==> src/rtl/wide_add_pkg.sv <==
// Shared types for the chunked wide adder: controller state encoding and
// the chunk-index width helper.
package wide_add_pkg;

  typedef enum logic [1:0] {
    IDLE = 2'd0,
    ADD  = 2'd1,
    DONE = 2'd2
  } state_e;

  // Bits needed to count 0..chunks-1; never less than one bit.
  function automatic int idx_width(input int chunks);
    return (chunks > 1) ? $clog2(chunks) : 1;
  endfunction

endpackage

==> src/rtl/carry_lookahead_adder.sv <==
// WIDTH-bit adder; every carry is a flat function of generate/propagate
// terms and the incoming carry.
module carry_lookahead_adder #(
  parameter int WIDTH = 8
) (
  input  logic [WIDTH-1:0] a,
  input  logic [WIDTH-1:0] b,
  input  logic             cin,
  output logic [WIDTH-1:0] sum,
  output logic             cout
);

  logic [WIDTH-1:0] gen;
  logic [WIDTH-1:0] prop;

  assign gen  = a & b;
  assign prop = a ^ b;

  always_comb begin
    logic c_i;
    sum  = '0;
    cout = 1'b0;
    c_i  = 1'b0;
    for (int i = 0; i <= WIDTH; i++) begin
      c_i = cin;
      for (int j = 0; j < i; j++) begin
        c_i = gen[j] | (prop[j] & c_i);
      end
      if (i < WIDTH) begin
        sum[i] = prop[i] ^ c_i;
      end else begin
        cout = c_i;
      end
    end
  end

endmodule

==> src/rtl/wide_add_sequencer.sv <==
// Adds two CHUNKS*WIDTH-bit operands one chunk per clock, LSB first, on one
// shared carry_lookahead_adder. WIDE_ADD_SEQUENCER_SUB_EN adds a subtract mode.
//
// state | meaning
// IDLE  | waiting for start; operands captured when start is seen
// ADD   | one chunk summed per clock, carry chained through carry_q
// DONE  | one-cycle done pulse, z/carry_out hold the finished result
module wide_add_sequencer
  import wide_add_pkg::*;
#(
  parameter int WIDTH  = 8,
  parameter int CHUNKS = 4,
  localparam int N     = WIDTH * CHUNKS
) (
  input  logic         clock,
  input  logic         reset,
  input  logic         start,
  input  logic         carry_in,
  input  logic [N-1:0] x,
  input  logic [N-1:0] y,
`ifdef WIDE_ADD_SEQUENCER_SUB_EN
  input  logic         sub,
`endif
  output logic         busy,
  output logic         done,
  output logic [N-1:0] z,
  output logic         carry_out
);

  localparam int IDX_W = idx_width(CHUNKS);
  localparam logic [IDX_W-1:0] LAST_IDX = IDX_W'(CHUNKS - 1);

  state_e state_q, state_d;

  logic [CHUNKS-1:0][WIDTH-1:0] x_q, x_d;
  logic [CHUNKS-1:0][WIDTH-1:0] y_q, y_d;
  logic [CHUNKS-1:0][WIDTH-1:0] z_q, z_d;
  logic [IDX_W-1:0]             idx_q, idx_d;
  logic                         carry_q, carry_d;
  logic                         cout_q, cout_d;
`ifdef WIDE_ADD_SEQUENCER_SUB_EN
  logic                         sub_q, sub_d;
`endif

  logic [WIDTH-1:0] add_a;
  logic [WIDTH-1:0] add_b;
  logic [WIDTH-1:0] add_sum;
  logic             add_cout;

  assign add_a = x_q[idx_q];
`ifdef WIDE_ADD_SEQUENCER_SUB_EN
  // Two's-complement subtract: x + ~y + 1, the +1 coming from the seeded carry.
  assign add_b = sub_q ? ~y_q[idx_q] : y_q[idx_q];
`else
  assign add_b = y_q[idx_q];
`endif

  carry_lookahead_adder #(
    .WIDTH(WIDTH)
  ) u_adder (
    .a   (add_a),
    .b   (add_b),
    .cin (carry_q),
    .sum (add_sum),
    .cout(add_cout)
  );

  always_comb begin
    state_d = state_q;
    x_d     = x_q;
    y_d     = y_q;
    z_d     = z_q;
    idx_d   = idx_q;
    carry_d = carry_q;
    cout_d  = cout_q;
`ifdef WIDE_ADD_SEQUENCER_SUB_EN
    sub_d   = sub_q;
`endif
    unique case (state_q)
      IDLE: begin
        if (start) begin
          x_d   = x;
          y_d   = y;
          idx_d = '0;
`ifdef WIDE_ADD_SEQUENCER_SUB_EN
          sub_d   = sub;
          carry_d = sub ? 1'b1 : carry_in;
`else
          carry_d = carry_in;
`endif
          state_d = ADD;
        end
      end
      ADD: begin
        z_d[idx_q] = add_sum;
        carry_d    = add_cout;
        if (idx_q == LAST_IDX) begin
          cout_d  = add_cout;
          state_d = DONE;
        end else begin
          idx_d = idx_q + 1'b1;
        end
      end
      DONE: begin
        state_d = IDLE;
      end
      default: begin
        state_d = IDLE;
      end
    endcase
  end

  always_ff @(posedge clock) begin
    if (reset) begin
      state_q <= IDLE;
      x_q     <= '0;
      y_q     <= '0;
      z_q     <= '0;
      idx_q   <= '0;
      carry_q <= 1'b0;
      cout_q  <= 1'b0;
`ifdef WIDE_ADD_SEQUENCER_SUB_EN
      sub_q   <= 1'b0;
`endif
    end else begin
      state_q <= state_d;
      x_q     <= x_d;
      y_q     <= y_d;
      z_q     <= z_d;
      idx_q   <= idx_d;
      carry_q <= carry_d;
      cout_q  <= cout_d;
`ifdef WIDE_ADD_SEQUENCER_SUB_EN
      sub_q   <= sub_d;
`endif
    end
  end

  assign busy      = (state_q == ADD);
  assign done      = (state_q == DONE);
  assign z         = z_q;
  assign carry_out = cout_q;

endmodule

==> config.mk <==
export PLATFORM = sky130hd
export DESIGN_NAME = wide_add_sequencer
export DESIGN_NICKNAME = d
export VERILOG_FILES = /design/src/rtl/wide_add_pkg.sv /design/src/rtl/carry_lookahead_adder.sv /design/src/rtl/wide_add_sequencer.sv
export SDC_FILE = /design/constraint.sdc
export NUM_CORES = 1
export LEC_CHECK = 0
export ABC_AREA = 1
export ABC_CLOCK_PERIOD_IN_PS = 3980
export BUFFER_PORTS_ARGS = -buffer_cell sky130_fd_sc_hd__buf_2
export CORE_AREA = 5 5 117 119
export DETAILED_ROUTE_END_ITERATION = 6
export DIE_AREA = 0 0 122 124
export MAX_ROUTING_LAYER = met4
export PLACE_DENSITY = 0.69
export SYNTH_ARGS = -nofsm -noshare
export SYNTH_HDL_FRONTEND = slang
export SYNTH_SLANG_ARGS = --single-unit
==> constraint.sdc <==
create_clock -name clock -period 3.98 [get_ports clock]
set_input_delay 0 -clock clock [delete_from_list [all_inputs] [get_ports clock]]
set_output_delay 0 -clock clock [all_outputs]
set_load 0.05 [all_outputs]
# Word-level counts from Yosys, hierarchy flattened
# Cells that the tools add are included.
# Widths: inputs -> output; s select.
# op_classes
addsub,1
order_cmp,2
n_eq_ne,6
muxes,15
bitwise,26
reduce_logical,8
# op_table
cell,count
$bmux 8 s2,2
$bwmux 32,1
$mux 8,3
$demux 8 s2,1
$and 1x1->1,8
$and 8x8->8,1
$mux 2,4
$or 1x1->1,8
$pmux 2 s2,2
$reduce_and 2->1,4
$xor 1x1->1,8
$xor 8x8->8,1
$eq 2x2->1 const B,2
$ne 2x2->1 const B,2
$lt 2x3->1 const B,1
$reduce_and 3->1,1
$add 2x1->2 const B,1
$eq 2x1->1 const B,1
$ge 2x1->1 const B,1
$logic_not 2->1,1
$ne 2x1->1 const B,1
$pmux 1 s2,1
$reduce_bool 2->1,1
$logic_and 1x1->1,1
$mux 1,1
# totals
register_bits,102
output_inout_bits,35

# Longest topological paths before layout
# Gate-level depths: netlist of run 1.
# depth
ltp_word,20
ltp_mapped,18
ltp_nobuf,17

# Cells and area by module
# A second synthesis of run 1 with hierarchy kept.
# unflattened
cells_unflattened,571
area_unflattened_um2,4324.1
# by_module_without_submodules
module,n_inst,cells_per_inst,area_per_inst_um2,seq_area_each_um2
wide_add_sequencer,1,553,4126.5,2042.0
carry_lookahead_adder,1,18,197.7,0.0

# Worst setup path after synthesis of run 1
# Ideal clock, no wire load.
# synth_path
path_type,register -> register
from,reg idx_q[0]
to,reg z_q (netlist bit z[15])
setup_time_ns,0.065
t_arrival_ns,4.095
required_time_ns,3.915
slack_ns,-0.180
stages_incl_launch_ff,19
n_path_buf,1
period_less_slack_ns,4.160
cell_sequence,dfxtp_1 -> inv_1 -> buf_1 -> nand2_1 -> nand3_1 -> nand2_1 -> fa_1 -> inv_1 -> fa_1 -> fa_1 -> fa_1 -> fa_1 -> fa_1 -> fa_1 -> inv_1 -> fa_1 -> inv_1 -> nor2_1 -> nor2_1
# synth_between
elab_chain_len,19
# synth_lines
element,line,rtl
from (decl),wide_add_sequencer.sv:38,"logic [IDX_W-1:0] idx_q, idx_d;"
from (signal assigned),wide_add_sequencer.sv:130,idx_q <= idx_d;
"$bmux 8 s2, on equally long branches","wide_add_sequencer.sv:50, wide_add_sequencer.sv:55",
"$mux 8, on equally long branches","wide_add_sequencer.sv:50, wide_add_sequencer.sv:55",
$xor 8x8->8,carry_lookahead_adder.sv:17,assign prop = a ^ b;
$and 1x1->1,carry_lookahead_adder.sv:27,c_i = gen[j] | (prop[j] & c_i);
$or 1x1->1,carry_lookahead_adder.sv:27,
$and 1x1->1,carry_lookahead_adder.sv:27,
$or 1x1->1,carry_lookahead_adder.sv:27,
$and 1x1->1,carry_lookahead_adder.sv:27,
[... 3 more ...],n/a,
$and 1x1->1,carry_lookahead_adder.sv:27,
$or 1x1->1,carry_lookahead_adder.sv:27,
$and 1x1->1,carry_lookahead_adder.sv:27,
$or 1x1->1,carry_lookahead_adder.sv:27,
$and 1x1->1,carry_lookahead_adder.sv:27,
$or 1x1->1,carry_lookahead_adder.sv:27,
$xor 1x1->1,carry_lookahead_adder.sv:30,sum[i] = prop[i] ^ c_i;
$bwmux 32 *,wide_add_sequencer.sv:95,z_d[idx_q] = add_sum;
to (signal assigned),wide_add_sequencer.sv:129,z_q <= z_d;
to (decl),wide_add_sequencer.sv:37,"logic [CHUNKS-1:0][WIDTH-1:0] z_q, z_d;"
# Mark *: on every way between the ends. The rest lies on a longest branch, timed or not. The select of a mux whose other input is x is not followed.
# A chain may end at the register's enable or synchronous reset.

# Final worst setup path of run 1
# layout_path
from,reg idx_q[0]
to,reg z_q (netlist bit z[23])
# The elaborated chain is that of the path after synthesis.

==> metrics.yaml, run 1 <==
logic_synthesis:
  synth.avg_cell_area_sq_um: 7.39
  synth_fp_nets: 655
  netlist_area_sq_mm: 0.00425
  synth_warnings: 0
  seq_area_frac_synth_pct: 48.1
  synth_cells: 575
  synth_cell_types: 21
  synth_seq_cells: 102
route:
  wire_per_inst_microns: 13.6
  drt_iter0_markers: 337
  finalWirelength_microns: 12400
  drt_first_pass_iters: 5
  via_per_inst: 4.67
  drc_errors: 0
  vias: 4276
  antenna_left: 0
worst_setup_path:
  path_class: "reg -> reg"
  cp.required_ps: 4250
  critPathArrivalTime_ps: 4130
  critPathMaxFanout: 8
  crit_path_end_kind: "register"
  crit_path_start_kind: "register"
timing:
  finalSetupTns_ps: 0
  drv_slew: 0
  fmax_ghz: 0.259
  finalSetupViolCount: 0
  fin_worst_skew_ps: 9.66
  max_slew.worst_pin.slew_ps: 1030
  hold_violations: 0
  period_share_pct: 96.9
  period_needed_ps: 3860
  relSlewSlack_pct: 31.4
clocking:
  clockRootBuffer: "clkbuf_16"
  numCtsBuffers: 9
  h-tree-depth: 3
  clkLatencyLatePin_ps: 340
  cts_sinks: 102
  clk_pin_slew_ps: 70
  cts_tree: "built"
  clk_path_buf_depth: 2
min_path:
  hold_class: "in -> reg"
place:
  gp_congestion: 0.846
  dp.cells: 829
  placed_area_sq_mm: 0.00489
  portBuffers: 102
  hpwl_microns: 8470
global_route:
  gr-usage-all-layers_pct: 17.0
  grt_overflow_total: 0
  grt_start_max_net_pins: 66
  grt_antenna_before_repair: 0
  grt_pass1_vias: 4076
  grt_pass1_wl_microns: 19700
finish:
  design_area_sq_mm: 0.00598
  fill_cells: 1206
  finalNonFillerCells: 915
  drive_above_1_share_pct: 22.5
  area_growth_pct: 40.9
  num-nets-final: 818
  antenna_cells: 0
floorplan:
  die_area_sq_mm: 0.0151
  io_pins: 103
  design.core.area_sq_mm: 0.0125
  fp.dieH_microns: 124
  die_w_microns: 122
  start_util_pct: 34.1
  num_rows: 41
power_and_ir_drop:
  ir_drop_uv: 209
  p_leak_nw: 2.75
  combPwrFrac_pct: 23.3
  p_int_mw: 1.92
  p_sw_uw: 815
  p_sw_share_pct: 29.8
  power_density_mw_per_mm2: 456
  pwr-share-seq_pct: 42.2
  p_clk_share_pct: 34.5
  power_mw: 2.73
outcome:
  status: "completed"
job:
  cap_viol_max_count: 0
[synth_stat cells]
library cell,number,area (sq um)
clkbuf_2,3,15.0
buf_1,1,3.75
buf_4,2,15.0
ha_1,4,50.1
o21ai_1,9,45.0
clkbuf_1,16,60.1
buf_2,5,25.0
dfxtp_1,102,2040
nand2_1,30,113
nand3_1,12,60.1
nor2_1,228,856
inv_2,1,3.75
nand2_2,2,12.5
nor2_2,1,6.26
inv_1,16,60.1
o22ai_1,12,75.1
clkinv_1,1,3.75
a21oi_1,4,20.0
buf_6,5,56.3
fa_1,8,160
o21ai_0,113,566
[what timing repair did]
| action | CTS | global route |
|---|---|---|
| hold endpoints to repair | 66 | 0 |
| gates resized for setup | 4 | 29 |
| hold buffers | 65 | 0 |
| pin swaps | 0 | 3 |
| endpoints found under the setup margin | 4 | 4 |
| setup buffers | 2 | 3 |
[final cells by class]
cell class	count	area [sq um]	area share [%]
Clock buffer	11	243	4.06
Clock inverter	5	81.3	1.36
Inverter	18	75.1	1.25
Multi-Input combinational cell	423	2040	34.0
Sequential cell	102	2050	34.2
Tap cell	172	215	3.60
Timing Repair Buffer	184	1290	21.5
[routing by layer]
| layer | GRT usage [%] | vias up | part of all wire (%) |
|---|---|---|---|
| met1 | 21.9 | 1938 | 46 |
| met5 | - | - | 0 |
| met4 | 4.97 | 0 | 1.3 |
| met2 | 27.9 | 133 | 47 |
| met3 | 2.59 | 15 | 5.5 |
| li1 | - | 2190 | - |
[metrics by stage]
stage / util [%] / hold slack [ps] / worst slack [ps]
floorplan: - / 69.1 / 19.9
global placement: 39.2 / 238 / -41.3
detailed placement: 39.2 / 241 / -134
CTS: 47.3 / 19.4 / 16.4
global route: 48.0 / 57.6 / -23.1
finish: 48.0 / 29.1 / 125
[power by group through the flow]
stage                     sequential [mW]  clock (mW)  combinational [mW]
final                                1.15       0.943               0.636
after global routing                 1.16       0.996               0.703
after CTS                            1.15       0.959               0.609
after detailed placement             1.17           0               0.548
after global placement               1.17           0               0.539
after floorplan                      1.22           0               0.321
[worst paths after layout]
path / startpoint / endpoint / slack, ps / cells after the start
worst min-delay path: carry_in / carry_q / 30 / 5
worst min register to register: y_q[21] / y_q[21] / 480 / 2
worst max register to register: idx_q[0] / z[23] / 120 / 15
worst max-delay path: idx_q[0] / z[23] / 120 / 15
[worst max-delay path, cell delays in order (launching register included)]
cell and delay (ps):
dfxtp_4 420, inv_8 60, buf_2 160, o21ai_2 150, o22ai_2 100, fa_2 410
fa_2 350, fa_2 340, fa_2 350, fa_2 360, fa_2 350, inv_2 60
fa_1 430, inv_2 110, nor2_1 50, nor2_1 110
[kinds of logic after synthesis]
logic type               after synthesis  share of synthesized area (%)
AO/OA/AOI/OAI                        138                           16.6
adder cells (fa/ha/maj)               12                           4.95
buffers and inverters                 50                           5.71
flip-flops                           102                           48.1
AND/OR/NAND/NOR                      273                           24.7
[sequential cells by signal, summed over array words and instances, names as in the netlist]
name	cells
x_q	32
y_q	32
z	32
idx_q	2
state_q	2
carry_out	1
carry_q	1
[cell usage in the layout, fill, tap and decap left out, types with 4 or more instances in the layout]
cell / count
inv_1: 11
o22ai_1: 10
fa_2: 7
o21ai_1: 12
buf_2: 103
a21oi_1: 4
o21ai_0: 108
dfxtp_1: 100
nand3_1: 8
ha_1: 4
nor2_1: 228
buf_4: 16
clkbuf_16: 9
dlygate4sd3_1: 65
inv_2: 6
nand2_2: 8
nand3_2: 4
nand2_1: 24
Note: power is estimated with default switching activity, not from simulation.
==> inputs of run 2 (changes only) <==
--- a/config.mk
+++ b/config.mk
@@ -11,7 +11,6 @@
 export CORE_AREA = 5 5 117 119
 export DETAILED_ROUTE_END_ITERATION = 6
 export DIE_AREA = 0 0 122 124
-export MAX_ROUTING_LAYER = met4
 export PLACE_DENSITY = 0.69
 export SYNTH_ARGS = -nofsm -noshare
 export SYNTH_HDL_FRONTEND = slang
==> metrics.yaml, run 2 (synthesis results as in run 1) <==
outcome:
  status: "completed"
floorplan:
  start_util_pct: 34.1
  num_rows: 41
  design.core.area_sq_mm: 0.0125
  die_area_sq_mm: 0.0151
  die_w_microns: 122
  fp.dieH_microns: 124
  io_pins: 103
finish:
  drive_above_1_share_pct: 22.5
  num-nets-final: 818
  layout_common_cells: "nor2_1 (228), o21ai_0 (108), buf_2 (103)"
  fill_cells: 1206
  finalNonFillerCells: 915
  final_util_pct: 48.0
  area_growth_pct: 40.9
  antenna_cells: 0
  final_common_cell: "nor2_1"
route:
  drt_iter0_markers: 348
  drc_errors: 0
  via_per_inst: 4.67
  drt_first_pass_iters: 5
  finalWirelength_microns: 12400
  antenna_left: 0
  wire_per_inst_microns: 13.5
  vias: 4273
worst_setup_path:
  slowest_stage: "fa_1"
  crit_buf_inv: 4
  cp.required_ps: 4250
  slowest_delay_ps: 430
  crit_chain: "inv_8, buf_2, o21ai_2, o22ai_2, fa_2, fa_2, fa_2, fa_2, fa_2, fa_2, inv_2, fa_1, inv_2, nor2_1, nor2_1"
  critPathMaxFanout: 8
  crit_family: "adder cells"
  path_class: "reg -> reg"
  reg2reg_from: "idx_q[0]"
  crit_path_start_kind: "register"
  critPathArrivalTime_ps: 4130
  worst_r2r_endpoint: "z[23]"
  reg2reg_slack_ps: 120
  r2r_cells: 15
  critical_path.most_common_cell: "fa_2"
  crit_path_end_kind: "register"
power_and_ir_drop:
  power_mw: 2.73
  ir_drop_uv: 210
  p_leak_nw: 2.75
  power_density_mw_per_mm2: 456
clocking:
  cts_sinks: 102
  cts_tree: "built"
  numCtsBuffers: 9
  clk_pin_slew_ps: 70
  h-tree-depth: 3
  clk_path_buf_depth: 2
  clockRootBuffer: "clkbuf_16"
  clkLatencyLatePin_ps: 340
min_path:
  hp-start: "carry_in"
  min_path_cells: 5
  hold_path_end: "carry_q"
  hold_class: "in -> reg"
global_route:
  grt_antenna_before_repair: 0
  met2_usage_pct: 28.0
  gr-usage-all-layers_pct: 16.5
  grtUsageMet3_pct: 2.68
  gr-usage-met1_pct: 21.8
  grt_start_max_net_pins: 66
  grt_overflow_total: 0
  grt_pass1_wl_microns: 19800
  grt.busiest_layer: "met2"
  grt_pass1_vias: 4072
timing:
  setup_slack_ps: 125
  drv_slew: 0
  fmax_ghz: 0.259
  relSlewSlack_pct: 32.1
  finalSetupViolCount: 0
  max_slew.worst_pin.slew_ps: 1020
  period_share_pct: 96.9
  hold_violations: 0
  fin_worst_skew_ps: 9.59
  period_needed_ps: 3860
place:
  gp_congestion: 0.833
  hpwl_microns: 8470
  pre_cts_slack_ps: -134
  dp.cells: 829
  portBuffers: 102
job:
  cap_viol_max_count: 0
==> run 2: cell counts in the layout (fill, tap and decap cells not counted) <==
Identical to the previous run, type by type.
==> run 2: power by group <==
group          internal, mW  switching, mW  leakage (nW)
sequential             1.10         0.0508         0.841
combinational         0.247          0.390          1.75
clock                 0.570          0.375         0.156
total                  1.92          0.815          2.75
==> run 2: through the flow <==
| stage | area [sq um] | TNS (ps) | hold WS (ps) |
|---|---|---|---|
| after detailed placement | 4890 | -526 | 241 |
| final | 5980 | 0 | 24.4 |
| after global routing | 5980 | -52.5 | 57.6 |
| after floorplan | 4270 | 0 | 69.1 |
| after CTS | 5890 | 0 | 19.4 |
| after global placement | 4890 | -159 | 238 |
==> run 2: area by class of cell <==
type / instances / area [sq um] / area share, %
clock buffers: 11 / 243 / 4.06
clock inverters: 5 / 81.3 / 1.36
inverters: 18 / 75.1 / 1.25
multi-input cells: 423 / 2040 / 34.0
flip-flops and latches: 102 / 2050 / 34.2
well taps: 172 / 215 / 3.60
repair buffers: 184 / 1290 / 21.5
==> run 2: worst min-delay path: stages <==
cell	delay [ps]
buf_2	100
nand3_1	70
nand2_1	60
nor2_1	40
nor2_1	70
==> run 2: worst max-delay path by stage <==
stage | from | endpoint | slack [ps] | cells past startpoint
2_1_floorplan | idx_q[1] | z[15] | 20 | 18
3_3_place_gp | idx_q[0] | z[15] | -40 | 17
3_5_place_dp | idx_q[0] | z[7] | -130 | 17
4_1_cts | idx_q[0] | z[15] | 20 | 17
5_1_grt | idx_q[0] | z[15] | -20 | 17
6_report | idx_q[0] | z[23] | 120 | 15
==> run 2: per-layer routing <==
layer  wire length [microns]  vias to the layer above  share of wire, %
li1                        -                     2194                 -
met1                    5640                     1921                46
met2                    5850                      139                47
met3                     680                       19               5.5
met4                     208                        0               1.7
met5                       0                        -                 0
==> run 2: repair_timing <==
item / in CTS / in global routing
cloned: 0 / 0
pin swaps: 0 / 3
setup endpoints to repair: 4 / 4
hold buffers: 65 / 0
hold endpoints to repair: 66 / 0
buffers inserted: 2 / 3
gates resized for setup: 4 / 29
